[src/rtl/alu_cmd_sequencer.sv]
// Issue stage for n_bit_alu: queues {op, a, b} commands, drives registered ALU inputs one command
// at a time and returns captured results in order. Optional counters under `ALU_SEQ_STATS_EN.
module alu_cmd_sequencer #(
    parameter int n     = 32,
    parameter int DEPTH = 4
) (
    input  logic         clk,
    input  logic         rst_n,
    input  logic         cmd_valid,
    output logic         cmd_ready,
    input  logic [2:0]   cmd_op,
    input  logic [n-1:0] cmd_a,
    input  logic [n-1:0] cmd_b,
    output logic [n-1:0] alu_operand1,
    output logic [n-1:0] alu_operand2,
    output logic [2:0]   alu_control,
    input  logic [n-1:0] alu_result,
    input  logic         alu_zero,
    output logic         rsp_valid,
    input  logic         rsp_ready,
    output logic [n-1:0] rsp_result,
    output logic         rsp_zero,
    output logic [2:0]   rsp_op,
    output logic         busy
`ifdef ALU_SEQ_STATS_EN
    ,
    output logic [15:0]  stat_ops,
    output logic [15:0]  stat_zero
`endif
);

    localparam int AW = $clog2(DEPTH);
    localparam logic [AW:0] DEPTH_CNT = (AW+1)'(DEPTH);

    typedef struct packed {
        logic [2:0]   op;
        logic [n-1:0] a;
        logic [n-1:0] b;
    } cmd_t;

    typedef enum logic [1:0] {
        IDLE = 2'd0,
        EXEC = 2'd1,
        WAIT = 2'd2
    } state_t;

    cmd_t         mem [DEPTH];
    cmd_t         head;
    logic [AW-1:0] wr_ptr;
    logic [AW-1:0] rd_ptr;
    logic [AW:0]   count;
    logic          full;
    logic          empty;
    logic          push;
    logic          pop;
    state_t        state;

    assign full      = (count == DEPTH_CNT);
    assign empty     = (count == '0);
    assign cmd_ready = !full;
    assign push      = cmd_valid && !full;
    assign head      = mem[rd_ptr];
    // A new command issues when idle, or straight off a response handshake.
    assign pop       = !empty && ((state == IDLE) || (state == WAIT && rsp_ready));
    assign busy      = (state != IDLE) || !empty;

    always_ff @(posedge clk) begin
        if (push) begin
            mem[wr_ptr] <= '{op: cmd_op, a: cmd_a, b: cmd_b};
        end
    end

    always_ff @(posedge clk or negedge rst_n) begin
        if (!rst_n) begin
            wr_ptr <= '0;
            rd_ptr <= '0;
            count  <= '0;
        end else begin
            if (push) wr_ptr <= wr_ptr + 1'b1;
            if (pop)  rd_ptr <= rd_ptr + 1'b1;
            case ({push, pop})
                2'b10:   count <= count + 1'b1;
                2'b01:   count <= count - 1'b1;
                default: count <= count;
            endcase
        end
    end

    always_ff @(posedge clk or negedge rst_n) begin
        if (!rst_n) begin
            state        <= IDLE;
            alu_operand1 <= '0;
            alu_operand2 <= '0;
            alu_control  <= 3'b000;
            rsp_valid    <= 1'b0;
            rsp_result   <= '0;
            rsp_zero     <= 1'b0;
            rsp_op       <= 3'b000;
        end else begin
            case (state)
                IDLE: begin
                    if (pop) begin
                        alu_operand1 <= head.a;
                        alu_operand2 <= head.b;
                        alu_control  <= head.op;
                        state        <= EXEC;
                    end
                end
                EXEC: begin
                    rsp_result <= alu_result;
                    rsp_zero   <= alu_zero;
                    rsp_op     <= alu_control;
                    rsp_valid  <= 1'b1;
                    state      <= WAIT;
                end
                WAIT: begin
                    if (rsp_ready) begin
                        rsp_valid <= 1'b0;
                        if (pop) begin
                            alu_operand1 <= head.a;
                            alu_operand2 <= head.b;
                            alu_control  <= head.op;
                            state        <= EXEC;
                        end else begin
                            state <= IDLE;
                        end
                    end
                end
                default: state <= IDLE;
            endcase
        end
    end

`ifdef ALU_SEQ_STATS_EN
    logic [15:0] stat_ops_q;
    logic [15:0] stat_zero_q;

    always_ff @(posedge clk or negedge rst_n) begin
        if (!rst_n) begin
            stat_ops_q  <= '0;
            stat_zero_q <= '0;
        end else if (rsp_valid && rsp_ready) begin
            if (stat_ops_q != 16'hFFFF) stat_ops_q <= stat_ops_q + 16'd1;
            if (rsp_zero && stat_zero_q != 16'hFFFF) stat_zero_q <= stat_zero_q + 16'd1;
        end
    end

    assign stat_ops  = stat_ops_q;
    assign stat_zero = stat_zero_q;
`endif

endmodule

[config.mk]
export PLATFORM = sky130hd
export DESIGN_NAME = alu_cmd_sequencer
export DESIGN_NICKNAME = d
export VERILOG_FILES = /design/src/rtl/alu_cmd_sequencer.sv
export SDC_FILE = /design/constraint.sdc
export NUM_CORES = 1
export LEC_CHECK = 0
export ABC_AREA = 1
export ABC_CLOCK_PERIOD_IN_PS = 3700
export BUFFER_PORTS_ARGS = -buffer_cell sky130_fd_sc_hd__buf_4
export CORE_MARGIN = 1
export CORE_UTILIZATION = 52
export CTS_BUF_LIST = sky130_fd_sc_hd__clkbuf_4 sky130_fd_sc_hd__clkbuf_8 sky130_fd_sc_hd__clkbuf_16
export DETAILED_ROUTE_END_ITERATION = 8
export PLACE_DENSITY = 0.72
export SYNTH_ARGS = -nofsm -noshare
export SYNTH_HDL_FRONTEND = slang
export SYNTH_SLANG_ARGS = --single-unit
[constraint.sdc]
create_clock -name clk -period 3.7 [get_ports clk]
set_clock_uncertainty 0.1 [all_clocks]
set_input_delay 0.185 -clock clk [delete_from_list [all_inputs] [get_ports clk]]
set_output_delay 0.185 -clock clk [all_outputs]
set_load 0.005 [all_outputs]
==> reports/results.tsv <==
stage	metric	value	unit
floorplanning	die area	31000	µm²
layout	area delta synth->final	27.6	%
detailed_routing	first-pass detailed-route iteration total	5	
worst_setup_path	Crit path max-delay family	buffers and inverters	
detailed_routing	Routed Wire Length	35.9	mm
clock_tree	clock slew at reported path FFs	0.06	ns
placed_design	post-detail-place hpwl	19.4	mm
worst_setup_path	WP data required	4.01	ns
timing	RSZ-0062 raised after global routing	false	
synthesis	post-synth top area share	0.511	
flow_run	max-capacitance violation count	0	
floorplanning	Std-Cell Rows	63	
global_routing	Congestion Overflow GR	0	
clock_tree	clk sink count	381	
floorplanning	Core ar.	29700	µm²
clock_tree	worst skew pair latency	0.54	ns
clock_tree	CTS root buffer	clkbuf_16	
worst_setup_path	Reg2Reg Launch Point	rd_ptr[0]	
pwr	Max VDD drop	0.471	mV
worst_setup_path	Crit path largest cell delay	0.84	ns
worst_setup_path	Reg2Reg Depth	6	
layout	nets	1969	
detailed_routing	starting DRC count in detailed routing	791	
layout	Final Util	0.675	
synthesis	main area contributors after synthesis	edfxtp_1 (51%), dfrtp_1 (18%), nand2_1 (15%), inv_1 (6.8%), nand3_1 (5.6%)	
synthesis	Seq cells post-synth	381	
clock_tree	post-cts repair resize count	0	
timing	Final period util	0.685	
timing	fin crit period	2.54	ns
floorplanning	chip width	176	µm
worst_setup_path	cell chain of the critical path	buf_4 > nand2_1 > nand3_1 > nand2_1 > nand2_1 > nand2_1	
global_routing	gr usage total	0.238	
worst_setup_path	Worst R2R Setup Slack	1.16	ns
placed_design	Placed Instances	2104	
global_routing	first-pass GRT wire length	57.4	mm
worst_setup_path	Worst Path Buf+Inv	1	
worst_setup_path	crit path kind	flop to flop	
timing	slew of the pin with the lowest slew margin	1.20	ns
layout	post-route insts no fill	2281	
layout	Filler cells	2116	
synthesis	Post-Syn Area per Cell	10.1	µm²
placed_design	RePlAce Congestion	0.770	
detailed_routing	Detail Route Antenna Nets	0	
timing	Fin. Hold Viols	0	
worst_setup_path	FF-to-FF End	alu_operand1[27]	
run_status	outcome	finished, final reports clean	
timing	Max Fclk	394	MHz
detailed_routing	drt via density	4.89	
pwr	P per Cell Area	803	nW/µm²
timing	hold_ws	0.256	ns
timing	max-slew violation count	0	
synthesis	area leader, netlist	edfxtp_1	
placed_design	number of I/O port buffers	209	
layout	fraction of layout cells with a size suffix above 1	0.161	
worst_setup_path	Worst path most repeated cell	nand2_1	
detailed_routing	via count	11200	
synthesis	syn nets	1667	
pwr	leakage	9.74	nW
floorplanning	DIE HEIGHT	176	µm
detailed_routing	DR DRC count	0	
synthesis	Seq/Total Area, Yosys	0.691	
clock_tree	H-tree Lvls	2	
worst_setup_path	crit path launch type	flop	
timing	max_slew headroom	0.196	
global_routing	largest net degree at the start of global routing	87	
min_path	min-delay worst type	input port to asynchronous set/reset pin	
worst_setup_path	kind of end point of the critical path	flop	
floorplanning	Ports	210	
detailed_routing	detailed-route wire length per cell	15.7	µm
synthesis	Synth cell types	20	
worst_setup_path	crit-path max FO	86	
synthesis	Cells after Synth	1557	
worst_setup_path	Critical-path top delay cell	buf_4	
timing	final setup vio count	0	
global_routing	initial antenna violation count	2	
clock_tree	CTS tree	built	
floorplanning	Initial Util	0.529	
worst_setup_path	Crit path depth	6	
worst_setup_path	Arr. time, crit path	2.84	ns
clock_tree	CTS max path bufs	3	
clock_tree	CTS Buf Count	40	
synthesis	Synth Cell Area	15700	µm²
timing	setup total negative slack	0	ns
synthesis	Yosys warnings	0	
global_routing	number of global-route vias before repair	11300	
-- layer usage --
metal	vias to the layer above	routed length, µm	global-route usage
li1	5437	-	-
met1	5300	15100	0.301
met2	362	17900	0.418
met3	60	2130	0.0411
met4	2	740	0.0746
met5	-	13	0
-- sequential cells by signal (all words and copies together), names as in the netlist --
name	flops
rsp_op	3
rsp_valid	1
count	3
rsp_result	32
mem	268
state	2
alu_operand1	32
wr_ptr	2
alu_control	3
rd_ptr	2
alu_operand2	32
rsp_zero	1
-- where the power goes --
group	total (W)	internal [W]	switching, W	leakage, nW
Combinational	0.00551	0.00205	0.00346	5.23
Clock	0.00414	0.00252	0.00161	0.673
Sequential	0.00647	0.00587	0.000602	3.84
-- cells in the mapped netlist --
| cell | n |
|---|---|
| fa_1 | 1 |
| nor2_1 | 5 |
| clkbuf_1 | 21 |
| buf_6 | 1 |
| o21ai_0 | 2 |
| nand2_1 | 622 |
| edfxtp_1 | 268 |
| inv_2 | 4 |
| buf_4 | 20 |
| xnor2_1 | 1 |
| nor2_4 | 1 |
| nand3_2 | 2 |
| ha_1 | 5 |
| nor3_1 | 1 |
| nand3_1 | 175 |
| o21ai_2 | 1 |
| buf_2 | 28 |
| xor2_1 | 3 |
| dfrtp_1 | 113 |
| inv_1 | 283 |
-- layout make-up --
class,count,area (µm²),area share
Multi-Input combinational cell,819,3440,0.171
Timing Repair Buffer,330,2810,0.140
Tap cell,390,488,0.0243
Sequential cell,381,10900,0.542
Inverter,287,1080,0.0538
Clock buffer,46,1050,0.0521
Antenna cell,1,2.50,0.000125
Clock inverter,27,323,0.0161
-- per-stage QoR --
stage	setup slack [ns]	area, µm²	power [W]
5_1_grt	1.06	20100	0.0172
2_1_floorplan	-0.458	15700	0.00984
3_3_place_gp	1.32	17700	0.0118
4_1_cts	1.19	20100	0.0162
6_report	1.16	20100	0.0161
3_5_place_dp	1.29	17700	0.0120
-- worst max path at each step --
| stage | from | endpoint | slack [ns] |
|---|---|---|---|
| global placement | rd_ptr[0] | alu_operand2[21] | 1.32 |
| detailed placement | rd_ptr[0] | alu_operand2[21] | 1.29 |
| finish | rd_ptr[0] | alu_operand1[27] | 1.16 |
| global route | rd_ptr[0] | alu_operand1[22] | 1.06 |
| CTS | rd_ptr[0] | alu_operand1[27] | 1.19 |
| floorplan | count[0] | mem[0][0] | -0.46 |
-- timing repair --
item / in CTS / in global routing
hold endpoints to repair: 369 / 0
hold buffers: 103 / 0
setup buffers: 0 / 0
-- layout by cell type (no fill, tap or decap), types with 2 or more instances in the layout --
master         netlist  final
nand3_1            175    175
clkinv_1             0      9
dfrtp_1            113    111
clkinv_2             0      6
buf_4               20    221
dlygate4sd3_1        0    103
clkbuf_4             0      6
clkinvlp_4           0      2
o21ai_0              2      2
buf_12               0      6
nand2_1            622    622
dfrtp_4              0      2
edfxtp_1           268    268
inv_1              283    283
ha_1                 5      5
inv_2                4      3
xor2_1               3      3
inv_6                0      2
bufinv_16            0      7
clkbuf_16            0     40
nor2_4               1      5
-- cell families (layout without fill, tap and decap cells) --
group | count (synthesis) | after routing | share of synthesized area
buf+inv | 357 | 690 | 0.0926
simple gates | 806 | 806 | 0.208
flops | 381 | 381 | 0.691
compound gates | 3 | 3 | 0.00119
xor+xnor | 4 | 4 | 0.00223
fa+ha+maj | 6 | 6 | 0.00525
other cells | 0 | 1 | 0
Note: power is estimated with default switching activity, not from simulation.
